### src/rtl/hazard_forward_ctrl.sv
// rtl/hazard_forward_ctrl.sv - operand bypass select and counted load-use stall control
// Optional statistics counters built only when HAZARD_STATS_EN is defined.
module hazard_forward_ctrl #(
  parameter int NUM_SRC    = 2,
  parameter int NUM_FWD    = 2,
  parameter int REG_AW     = 5,
  parameter int LOAD_STALL = 1,
  parameter int CNT_W      = 16,
  localparam int SEL_W     = $clog2(NUM_FWD + 1)
) (
  input  logic                      clk,
  input  logic                      rst_n,
  input  logic [NUM_SRC*REG_AW-1:0] src_rr_ex,
  input  logic [NUM_FWD*REG_AW-1:0] dstn_fwd,
  input  logic [NUM_FWD-1:0]        RegWrite_fwd,
  input  logic [NUM_SRC*REG_AW-1:0] src_id_rr,
  input  logic [NUM_SRC-1:0]        src_id_rr_vld,
  input  logic [REG_AW-1:0]         dstn_rr_ex,
  input  logic                      RegWrite_rr_ex,
  input  logic                      MemRead_rr_ex,
  input  logic                      flush,
  output logic [NUM_SRC*SEL_W-1:0]  fwd_sel,
  output logic                      stall,
  output logic                      bubble,
  output logic [CNT_W-1:0]          stall_cnt,
  output logic [CNT_W-1:0]          fwd_cnt
);

  typedef enum logic {IDLE, STALL} state_t;

  state_t      state, state_n;
  logic [3:0]  cnt, cnt_n;
  logic        src_match;
  logic        hz;

  // Scan oldest to youngest so the youngest matching stage overwrites last.
  always_comb begin
    fwd_sel = '0;
    for (int i = 0; i < NUM_SRC; i++) begin
      for (int k = NUM_FWD - 1; k >= 0; k--) begin
        if (RegWrite_fwd[k] &&
            dstn_fwd[k*REG_AW +: REG_AW] != '0 &&
            dstn_fwd[k*REG_AW +: REG_AW] == src_rr_ex[i*REG_AW +: REG_AW])
          fwd_sel[i*SEL_W +: SEL_W] = SEL_W'(k + 1);
      end
    end
  end

  always_comb begin
    src_match = 1'b0;
    for (int i = 0; i < NUM_SRC; i++) begin
      if (src_id_rr_vld[i] && src_id_rr[i*REG_AW +: REG_AW] == dstn_rr_ex)
        src_match = 1'b1;
    end
  end

  assign hz = MemRead_rr_ex & RegWrite_rr_ex & (dstn_rr_ex != '0) & src_match;

  always_ff @(posedge clk) begin
    if (!rst_n) begin
      state <= IDLE;
      cnt   <= '0;
    end else begin
      state <= state_n;
      cnt   <= cnt_n;
    end
  end

  // The detection cycle is the first stall cycle, so STALL covers LOAD_STALL-1 more.
  always_comb begin
    state_n = state;
    cnt_n   = cnt;
    stall   = 1'b0;
    case (state)
      IDLE: begin
        if (hz && !flush) begin
          stall = 1'b1;
          if (LOAD_STALL > 1) begin
            state_n = STALL;
            cnt_n   = 4'(LOAD_STALL - 1);
          end
        end
      end
      STALL: begin
        if (flush) begin
          state_n = IDLE;
          cnt_n   = '0;
        end else begin
          stall = 1'b1;
          if (cnt == 4'd1) begin
            state_n = IDLE;
            cnt_n   = '0;
          end else begin
            cnt_n = cnt - 4'd1;
          end
        end
      end
      default: begin
        state_n = IDLE;
        cnt_n   = '0;
      end
    endcase
    if (!rst_n)
      stall = 1'b0;
  end

  assign bubble = stall;

`ifdef HAZARD_STATS_EN
  always_ff @(posedge clk) begin
    if (!rst_n) begin
      stall_cnt <= '0;
      fwd_cnt   <= '0;
    end else begin
      if (stall && stall_cnt != '1)
        stall_cnt <= stall_cnt + CNT_W'(1);
      if ((|fwd_sel) && fwd_cnt != '1)
        fwd_cnt <= fwd_cnt + CNT_W'(1);
    end
  end
`else
  assign stall_cnt = '0;
  assign fwd_cnt   = '0;
`endif

endmodule

### config.mk
export PLATFORM = sky130hd
export DESIGN_NAME = hazard_forward_ctrl
export DESIGN_NICKNAME = d
export VERILOG_FILES = /design/src/rtl/hazard_forward_ctrl.sv
export SDC_FILE = /design/constraint.sdc
export NUM_CORES = 1
export LEC_CHECK = 0
export BUFFER_PORTS_ARGS = -buffer_cell sky130_fd_sc_hd__buf_2
export CAP_MARGIN = 20
export CORE_MARGIN = 1.5
export CORE_UTILIZATION = 35
export DETAILED_ROUTE_END_ITERATION = 6
export PLACE_DENSITY = 0.76
export SYNTH_ARGS = -nofsm -noshare
export SYNTH_HDL_FRONTEND = slang
export SYNTH_SLANG_ARGS = --single-unit
### constraint.sdc
create_clock -name clk -period 3 [get_ports clk]
set_clock_uncertainty 0.1 [all_clocks]
set_input_delay 0.45 -clock clk [delete_from_list [all_inputs] [get_ports clk]]
set_output_delay 0.45 -clock clk [all_outputs]
set_load 0.05 [all_outputs]
==> results.sh, run 1 <==
export IMPL_rsz0062_at_grt="false"
export IMPL_cts_htree_levels=1
export IMPL_yosysWarningCount=0
export IMPL_grt_ovfl_total=0
export IMPL_die_w_um=53.7
export IMPL_dp_slack_ns=0.541
export IMPL_register_area_um2=100
export IMPL_p_leak_uw=0.000544
export IMPL_grt_max_degree=7
export IMPL_status="completed"
export IMPL_critPathMaxFanout=3
export IMPL_clkSinkCount=5
export IMPL_rrSetupSlack_ns=1.75
export IMPL_layout_setup_ws_ns=0.542
export IMPL_cts_buffer_depth=2
export IMPL_port_buffers=49
export IMPL_dr_pass1_iters=4
export IMPL_clock_root_buffer="clkbuf_4"
export IMPL_drc_errors=0
export IMPL_clk_latency_ns=0.24
export IMPL_wl_per_cell_um=9.12
export IMPL_arrival_ns=1.91
export IMPL_drt_iter0_drc=5
export IMPL_antenna_cells=0
export IMPL_cts_clk_slew_worst_paths_ns=0.04
export IMPL_end_kind="output pin"
export IMPL_fillCellCount=274
export IMPL_hold_viol=0
export IMPL_grt_pass1_vias=665
export IMPL_cts_tree="yes"
export IMPL_die_y_um=53.7
export IMPL_core_um2=2450
export IMPL_start_util=0.366
export IMPL_ir_worst_vdd_mv=0.182
export IMPL_finalSetupViolations=0
export IMPL_fin_nets=208
export IMPL_multi_input_area_um2=661
export IMPL_required_ns=2.45
export IMPL_powerDensity_nw_per_um2=296
export IMPL_rows=18
export IMPL_die_area_um2=2880
export IMPL_vias=803
export IMPL_area_growth_pct=19.7
export IMPL_grt_use_total=0.116
export IMPL_fmax_mhz=407
export IMPL_syn_area_um2=900
export IMPL_crit_type="input port to output pin"
export IMPL_synth_area_per_cell_um2=8.18
export IMPL_hold_class="input port to flop"
export IMPL_power_uw=319
export IMPL_final_layout_size_suffix_gt1_frac=0.348
export IMPL_cts_buffers=3
export IMPL_synth_distinct_cells=25
export IMPL_period_needed_ns=2.46
export IMPL_maxSlewViolCount=0
export IMPL_grt_first_pass_wirelength_um=2580
export IMPL_dp_hpwl_um=1600
export IMPL_ys_ff_latch=5
export IMPL_gp_congestion=0.702
export IMPL_max_cap_viol_count=0
export IMPL_ant_nets=0
export IMPL_syn_inst=110
export IMPL_post_cts_resized=0
export IMPL_period_share=0.819
export IMPL_ctsHoldBuffers=0
export IMPL_viasPerCell=4.20
export IMPL_antenna_found_initial=0
export IMPL_wl_um=1740
export IMPL_io_pins=82
export IMPL_startpoint_type="input port"
export IMPL_yosysSeqAreaShare=0.111
export IMPL_cts_setup_buffers=0
-- per-stage QoR --
| stage | instances | TNS (ns) | utilization | hold slack [ns] | cell area [um2] |
|---|---|---|---|---|---|
| after floorplan | 141 | -0.729 | - | 0.376 | 1020 |
| after global placement | 187 | 0 | 0.428 | 0.404 | 1050 |
| after global routing | 191 | 0 | 0.439 | 0.393 | 1080 |
| final | 191 | 0 | 0.439 | 0.393 | 1080 |
| after detailed placement | 187 | 0 | 0.428 | 0.434 | 1050 |
| after CTS | 191 | 0 | 0.439 | 0.385 | 1080 |
-- path summary, 6_finish.rpt --
check | from | end | depth (start not counted)
max | dstn_fwd[1] | fwd_sel[3] | 6
min | rst_n | cnt[0] | 2
max reg2reg | cnt[0] | cnt[2] | 5
min reg2reg | cnt[3] | cnt[3] | 2
-- placed cells by master, fill, tap and decap left out, drive strengths merged, types with 2 or more instances in the layout --
cell | Yosys | layout
inv | 2 | 2
mux2i | 2 | 2
nor2b | 2 | 2
clkbuf | 0 | 4
buf | 33 | 49
nor2 | 5 | 5
nor4 | 6 | 6
xnor2 | 9 | 9
ha | 2 | 2
or4 | 5 | 5
conb | 1 | 32
o21ai | 5 | 5
xor2 | 23 | 23
nand3 | 2 | 2
nand2 | 2 | 2
dfxtp | 5 | 5
-- sequential cells by signal, indices dropped and copies added (netlist names) --
signal	count
state	1
cnt	4
-- worst max-delay path: stages --
cell     delay [ns]
buf_2          0.12
or4_4          0.53
o21ai_2        0.14
nor4_1         0.09
nor4_2         0.27
buf_2          0.30
-- Yosys cell counts --
| master | number | area, um2 |
|---|---|---|
| and4b_1 | 1 | 10.0 |
| nand3b_1 | 1 | 7.51 |
| and3_1 | 1 | 6.26 |
| buf_4 | 33 | 248 |
| nand3_1 | 2 | 10.0 |
| o21ai_2 | 1 | 8.76 |
| dfxtp_1 | 5 | 100 |
| or4_4 | 1 | 11.3 |
| xor2_1 | 23 | 201 |
| a31oi_1 | 1 | 6.26 |
| nor4_1 | 4 | 25.0 |
| nor2_1 | 5 | 18.8 |
| mux2i_1 | 2 | 20.0 |
| nor4_2 | 2 | 25.0 |
| ha_1 | 2 | 25.0 |
| nor4b_1 | 1 | 8.76 |
| o21ai_1 | 1 | 5.00 |
| nor2b_1 | 2 | 12.5 |
| xnor2_1 | 9 | 78.8 |
| conb_1 | 1 | 3.75 |
| nand2_1 | 2 | 7.51 |
| o21ai_0 | 3 | 15.0 |
| inv_1 | 2 | 7.51 |
| nor3b_1 | 1 | 7.51 |
| or4_1 | 4 | 30.0 |
-- layout make-up --
type / instances / area share
tap: 30 / 0.0348
timing repair buffer: 49 / 0.228
sequential: 5 / 0.0929
inverter: 2 / 0.00697
clock buffer: 4 / 0.0244
multi-input combinational: 101 / 0.613
-- cell families (layout without fill, tap and decap cells) --
kind of cell    Yosys count  count (layout)  synth area share
compound gates            6               6            0.0389
xor+xnor                 32              32             0.312
fa+ha+maj                 2               2            0.0278
buf+inv                  35              55             0.284
flops                     5               5             0.111
mux                       2               2            0.0223
other cells               1              32           0.00417
simple gates             27              27             0.200
-- per-layer routing --
| layer | up-vias | part of all wire | wire length (um) | global-route usage |
|---|---|---|---|---|
| met5 | - | 0 | 0 | 0 |
| met4 | 0 | 0 | 0 | 0.0385 |
| met3 | 0 | 0.063 | 109 | 0.0111 |
| met2 | 32 | 0.52 | 901 | 0.209 |
| met1 | 367 | 0.42 | 730 | 0.143 |
| li1 | 404 | - | - | - |
-- power breakdown --
group               switching, uW  leakage [uW]  internal, uW  total [uW]
Combinational                 129      0.000489          45.0         174
Sequential     0.0000000000000541     0.0000402          66.7        66.7
Clock                        27.8     0.0000150          50.3        78.1
Note: power is estimated with default switching activity, not from simulation.
==> run 2: changes to the inputs <==
CORE_UTILIZATION = 34   (was 35)
PLACE_DENSITY = 0.77   (was 0.76)
clock period = 2.02 ns   (was 3 ns; I/O delays follow)
==> results.sh, run 2 (same netlist as run 1, synthesis figures left out) <==
export IMPL_io_pins=82
export IMPL_rsz0062_at_grt="true"
export IMPL_gp_congestion=0.764
export IMPL_grt_pass1_vias=772
export IMPL_viasPerCell=4.21
export IMPL_dp_hpwl_um=1880
export IMPL_die_area_um2=2960
export IMPL_final_cell_mix="42 x buf_2, 32 x conb_1, 23 x xor2_1"
export IMPL_setup_tns_ns=0
export IMPL_largest_reg_flops=4
export IMPL_grt_first_pass_wirelength_um=3010
export IMPL_clk_latency_ns=0.24
export IMPL_period_needed_ns=2.01
export IMPL_startpoint_type="input port"
export IMPL_grt_use_total=0.140
export IMPL_final_layout_size_suffix_gt1_frac=0.415
export IMPL_power_uw=514
export IMPL_max_cap_viol_count=0
export IMPL_wl_per_cell_um=10.7
export IMPL_ir_worst_vdd_mv=0.290
export IMPL_fin_nets=218
export IMPL_grt_ovfl_total=0
export IMPL_crit_type="input port to output pin"
export IMPL_clkSinkCount=5
export IMPL_drc_errors=0
export IMPL_required_ns=1.62
export IMPL_mostFrequentLayoutCell="buf_2"
export IMPL_die_w_um=54.4
export IMPL_multi_input_area_um2=734
export IMPL_cts_buffers=3
export IMPL_register_area_um2=100
export IMPL_ant_nets=0
export IMPL_wl_um=2150
export IMPL_hold_class="input port to flop"
export IMPL_antenna_cells=0
export IMPL_cts_tree="yes"
export IMPL_fillCellCount=252
export IMPL_period_share=0.994
export IMPL_clock_root_buffer="clkbuf_4"
export IMPL_maxSlewViolCount=0
export IMPL_start_util=0.360
export IMPL_port_buffers=49
export IMPL_core_um2=2500
export IMPL_grt_max_degree=7
export IMPL_hold_viol=0
export IMPL_fmax_mhz=498
export IMPL_cts_setup_buffers=0
export IMPL_dr_pass1_iters=2
export IMPL_critPathMaxFanout=3
export IMPL_layout_setup_ws_ns=0.0120
export IMPL_cts_clk_slew_worst_paths_ns=0.04
export IMPL_cts_htree_levels=1
export IMPL_antenna_found_initial=0
export IMPL_ctsHoldBuffers=0
export IMPL_area_growth_pct=40.3
export IMPL_end_kind="output pin"
export IMPL_finalSetupViolations=0
export IMPL_p_leak_uw=0.000611
export IMPL_rows=18
export IMPL_drt_iter0_drc=2
export IMPL_largest_register="cnt"
export IMPL_cts_buffer_depth=2
export IMPL_powerDensity_nw_per_um2=407
export IMPL_reg_top3="cnt (4), state (1)"
export IMPL_vias=846
export IMPL_die_y_um=54.4
export IMPL_dp_slack_ns=-0.122
export IMPL_status="completed"
export IMPL_arrival_ns=1.61
[run 2: changes by cell type in the layout (fill, tap and decap cells not counted), moves of 4 or more]
| cell | change |
|---|---|
| buf_2 | -7 |
| buf_4 | +11 |
| buf_6 | +5 |
| nor4_4 | +4 |
[run 2: worst paths after layout]
check,from,endpoint,slack [ns],depth (start not counted)
worst min-delay path,rst_n,cnt[0],0.25,2
worst max register to register,cnt[0],cnt[2],0.74,5
worst min register to register,cnt[3],cnt[3],0.42,2
worst max-delay path,dstn_fwd[5],fwd_sel[3],0.01,5
[run 2: power breakdown]
part,internal (uW),switching [uW]
Clock,74.5,38.5
Sequential,99.1,0.0000000000000812
Combinational,89.0,213
Total,263,251
[run 2: timing repair]
item | 4_1_cts | 5_1_grt
hold endpoints to repair | 0 | 0
resized for setup | 6 | 5
endpoints found under the setup margin | 2 | 3
pin swaps | 2 | 2
[run 2: cell type report]
type                    count  area share
repair buffers             59       0.282
clock buffers               4      0.0208
multi-input cells         101       0.582
well taps                  30      0.0297
flip-flops and latches      5      0.0793
inverters                   2     0.00595
[run 2: critical path: stages]
cell and delay, ns:
buf_2 0.12, xor2_1 0.14, or4_4 0.55, nor4_4 0.29
buf_6 0.19
[run 2: layer usage]
metal,vias up,global-route usage,routed length [um]
met2,30,0.291,1310
met4,0,0.0375,0
li1,430,-,-
met1,386,0.133,735
met3,0,0.0328,103
met5,-,0,0
[run 2: stage by stage]
stage	hold WS (ns)	util	area (um2)	cells
floorplan	0.331	-	1080	141
global placement	0.406	0.477	1190	197
detailed placement	0.409	0.477	1190	197
CTS	0.239	0.495	1240	201
global route	0.268	0.505	1260	201
finish	0.252	0.505	1260	201
==> run 3: changes to the inputs <==
CELL_PAD_IN_SITES_DETAIL_PLACEMENT = 1   (was default)
CELL_PAD_IN_SITES_GLOBAL_PLACEMENT = 1   (was default)
CORE_MARGIN = default   (was 1.5)
CORE_UTILIZATION = 22   (was 34)
PLACE_DENSITY = default   (was 0.77)
PLACE_DENSITY_LB_ADDON = 0.1   (was default)
==> results.sh, run 3 (same netlist as run 1, synthesis figures left out) <==
export IMPL_end_kind="output pin"
export IMPL_hold_slack_ns=0.259
export IMPL_arrival_ns=1.62
export IMPL_worstPathCellList="buf_2, xor2_1, or4_4, nor4_4, buf_6"
export IMPL_required_ns=1.62
export IMPL_cts_htree_levels=1
export IMPL_critPathMaxFanout=2
export IMPL_startpoint_type="input port"
export IMPL_netSwitchingPower_uw=271
export IMPL_ant_nets=0
export IMPL_clk_latency_ns=0.22
export IMPL_drt_iter0_drc=9
export IMPL_die_y_um=65.9
export IMPL_reg_top3="cnt (4), state (1)"
export IMPL_cts_tree="yes"
export IMPL_hold_viol=0
export IMPL_dr_pass1_iters=3
export IMPL_largest_reg_flops=4
export IMPL_stdcell_area_um2=1320
export IMPL_cts_setup_buffers=0
export IMPL_cts_buffer_depth=2
export IMPL_grt_max_degree=7
export IMPL_final_layout_size_suffix_gt1_frac=0.431
export IMPL_critical_path_cell_count=5
export IMPL_start_util=0.237
export IMPL_viasPerCell=3.94
export IMPL_fmax_mhz=493
export IMPL_r2r_cells=5
export IMPL_wl_um=2580
export IMPL_clkSinkCount=5
export IMPL_ctsHoldBuffers=0
export IMPL_max_stage_delay_ns=0.55
export IMPL_hold_class="input port to flop"
export IMPL_cts_clk_slew_worst_paths_ns=0.04
export IMPL_dp_slack_ns=-0.142
export IMPL_final_cell_mix="44 x buf_2, 32 x conb_1, 23 x xor2_1"
export IMPL_io_pins=82
export IMPL_layout_setup_ws_ns=-0.00700
export IMPL_grt_busiest_layer="met2"
export IMPL_clock_power_share=0.319
export IMPL_crit_type="input port to output pin"
export IMPL_p_sw_frac=0.454
export IMPL_p_comb_frac=0.515
export IMPL_grt_pass1_vias=909
export IMPL_status="finished with violations"
export IMPL_grt_use_total=0.118
export IMPL_p_leak_uw=0.000628
export IMPL_rrSetupSlack_ns=0.67
export IMPL_finalSetupViolations=1
export IMPL_violations="negative setup slack"
export IMPL_setup_tns_ns=-0.00700
export IMPL_port_buffers=49
export IMPL_max_cap_viol_count=0
export IMPL_period_share=1.00
export IMPL_placed_area_um2=1240
export IMPL_grt_ovfl_total=0
export IMPL_cpMaxStageDelayCell="or4_4"
export IMPL_grt_first_pass_wirelength_um=3860
export IMPL_use_met3=0.0103
export IMPL_core_um2=3800
export IMPL_wl_per_cell_um=11.6
export IMPL_use_met1=0.116
export IMPL_seqPwrFrac=0.166
export IMPL_rsz0062_at_grt="true"
export IMPL_area_growth_pct=46.7
export IMPL_gp_congestion=0.745
export IMPL_period_needed_ns=2.03
export IMPL_rows=22
export IMPL_clock_root_buffer="clkbuf_8"
export IMPL_cts_buffers=3
export IMPL_largest_register="cnt"
export IMPL_die_area_um2=4350
export IMPL_crit_buf_inv=2
export IMPL_met2_usage=0.245
export IMPL_powerDensity_nw_per_um2=452
export IMPL_maxSlewViolCount=0
export IMPL_vias=874
export IMPL_drc_errors=0
export IMPL_p_int_uw=326
export IMPL_layout_cells_non_filler=222
export IMPL_min_path_cells=2
export IMPL_dp_hpwl_um=2340
export IMPL_mostFrequentLayoutCell="buf_2"
export IMPL_dp_cells=218
export IMPL_fillCellCount=485
export IMPL_ir_worst_vdd_mv=0.122
export IMPL_antenna_found_initial=0
export IMPL_antenna_cells=0
export IMPL_fin_nets=221
export IMPL_die_w_um=65.9
export IMPL_critPathTopFamily="simple AND/OR/NAND/NOR gates"
[run 3: changes by cell type in the layout (fill, tap and decap cells not counted)]
| cell | previous run | this run |
|---|---|---|
| buf_4 | 11 | 13 |
| nor4_2 | 0 | 1 |
| clkbuf_4 | 4 | 2 |
| buf_2 | 42 | 44 |
| nor4_1 | 2 | 1 |
| buf_6 | 5 | 3 |
| clkbuf_8 | 0 | 3 |
[run 3: per-layer routing]
layer  wire, um  part of all wire
met4         36             0.014
met2       1530              0.59
met5          0                 0
met1        887              0.34
met3        127             0.049
[run 3: timing repair]
action | in CTS | in global routing
gates resized for setup | 7 | 3
gates cloned | 0 | 0
setup endpoints to repair | 2 | 6
pin swaps | 2 | 0
[run 3: path summary, 6_finish.rpt]
kind                                    from    endpoint
worst min-delay path                   rst_n      cnt[0]
worst max register to register        cnt[0]      cnt[3]
worst min register to register        cnt[3]       state
worst max-delay path            src_rr_ex[2]  fwd_sel[1]
[run 3: stage by stage]
| step | util | total power [uW] |
|---|---|---|
| floorplan | - | 353 |
| global placement | 0.326 | 397 |
| detailed placement | 0.326 | 400 |
| CTS | 0.345 | 599 |
| global route | 0.347 | 629 |
| finish | 0.347 | 597 |
[run 3: cell type report]
cell class,instances,area [um2],area share
inverters,2,7.51,0.00569
multi-input cells,101,741,0.561
repair buffers,62,367,0.278
well taps,48,60.1,0.0455
flip-flops and latches,5,100,0.0758
clock buffers,4,45.0,0.0341
[run 3: worst register-to-register path, delay by kind of cell (launching register included)]
family	cells	cell delay (ns)
AOI/OAI and AO/OA	1	0.12
adders and majority gates	1	0.17
and+or+nand+nor	3	0.45
DFF	1	0.41
[run 3: power groups by stage]
stage	combinational, uW	clock, uW	sequential [uW]
final	307	190	99.3
after global routing	325	205	99.1
after CTS	305	195	99.2
after detailed placement	300	0	101
after global placement	297	0	101
after floorplan	253	0	101
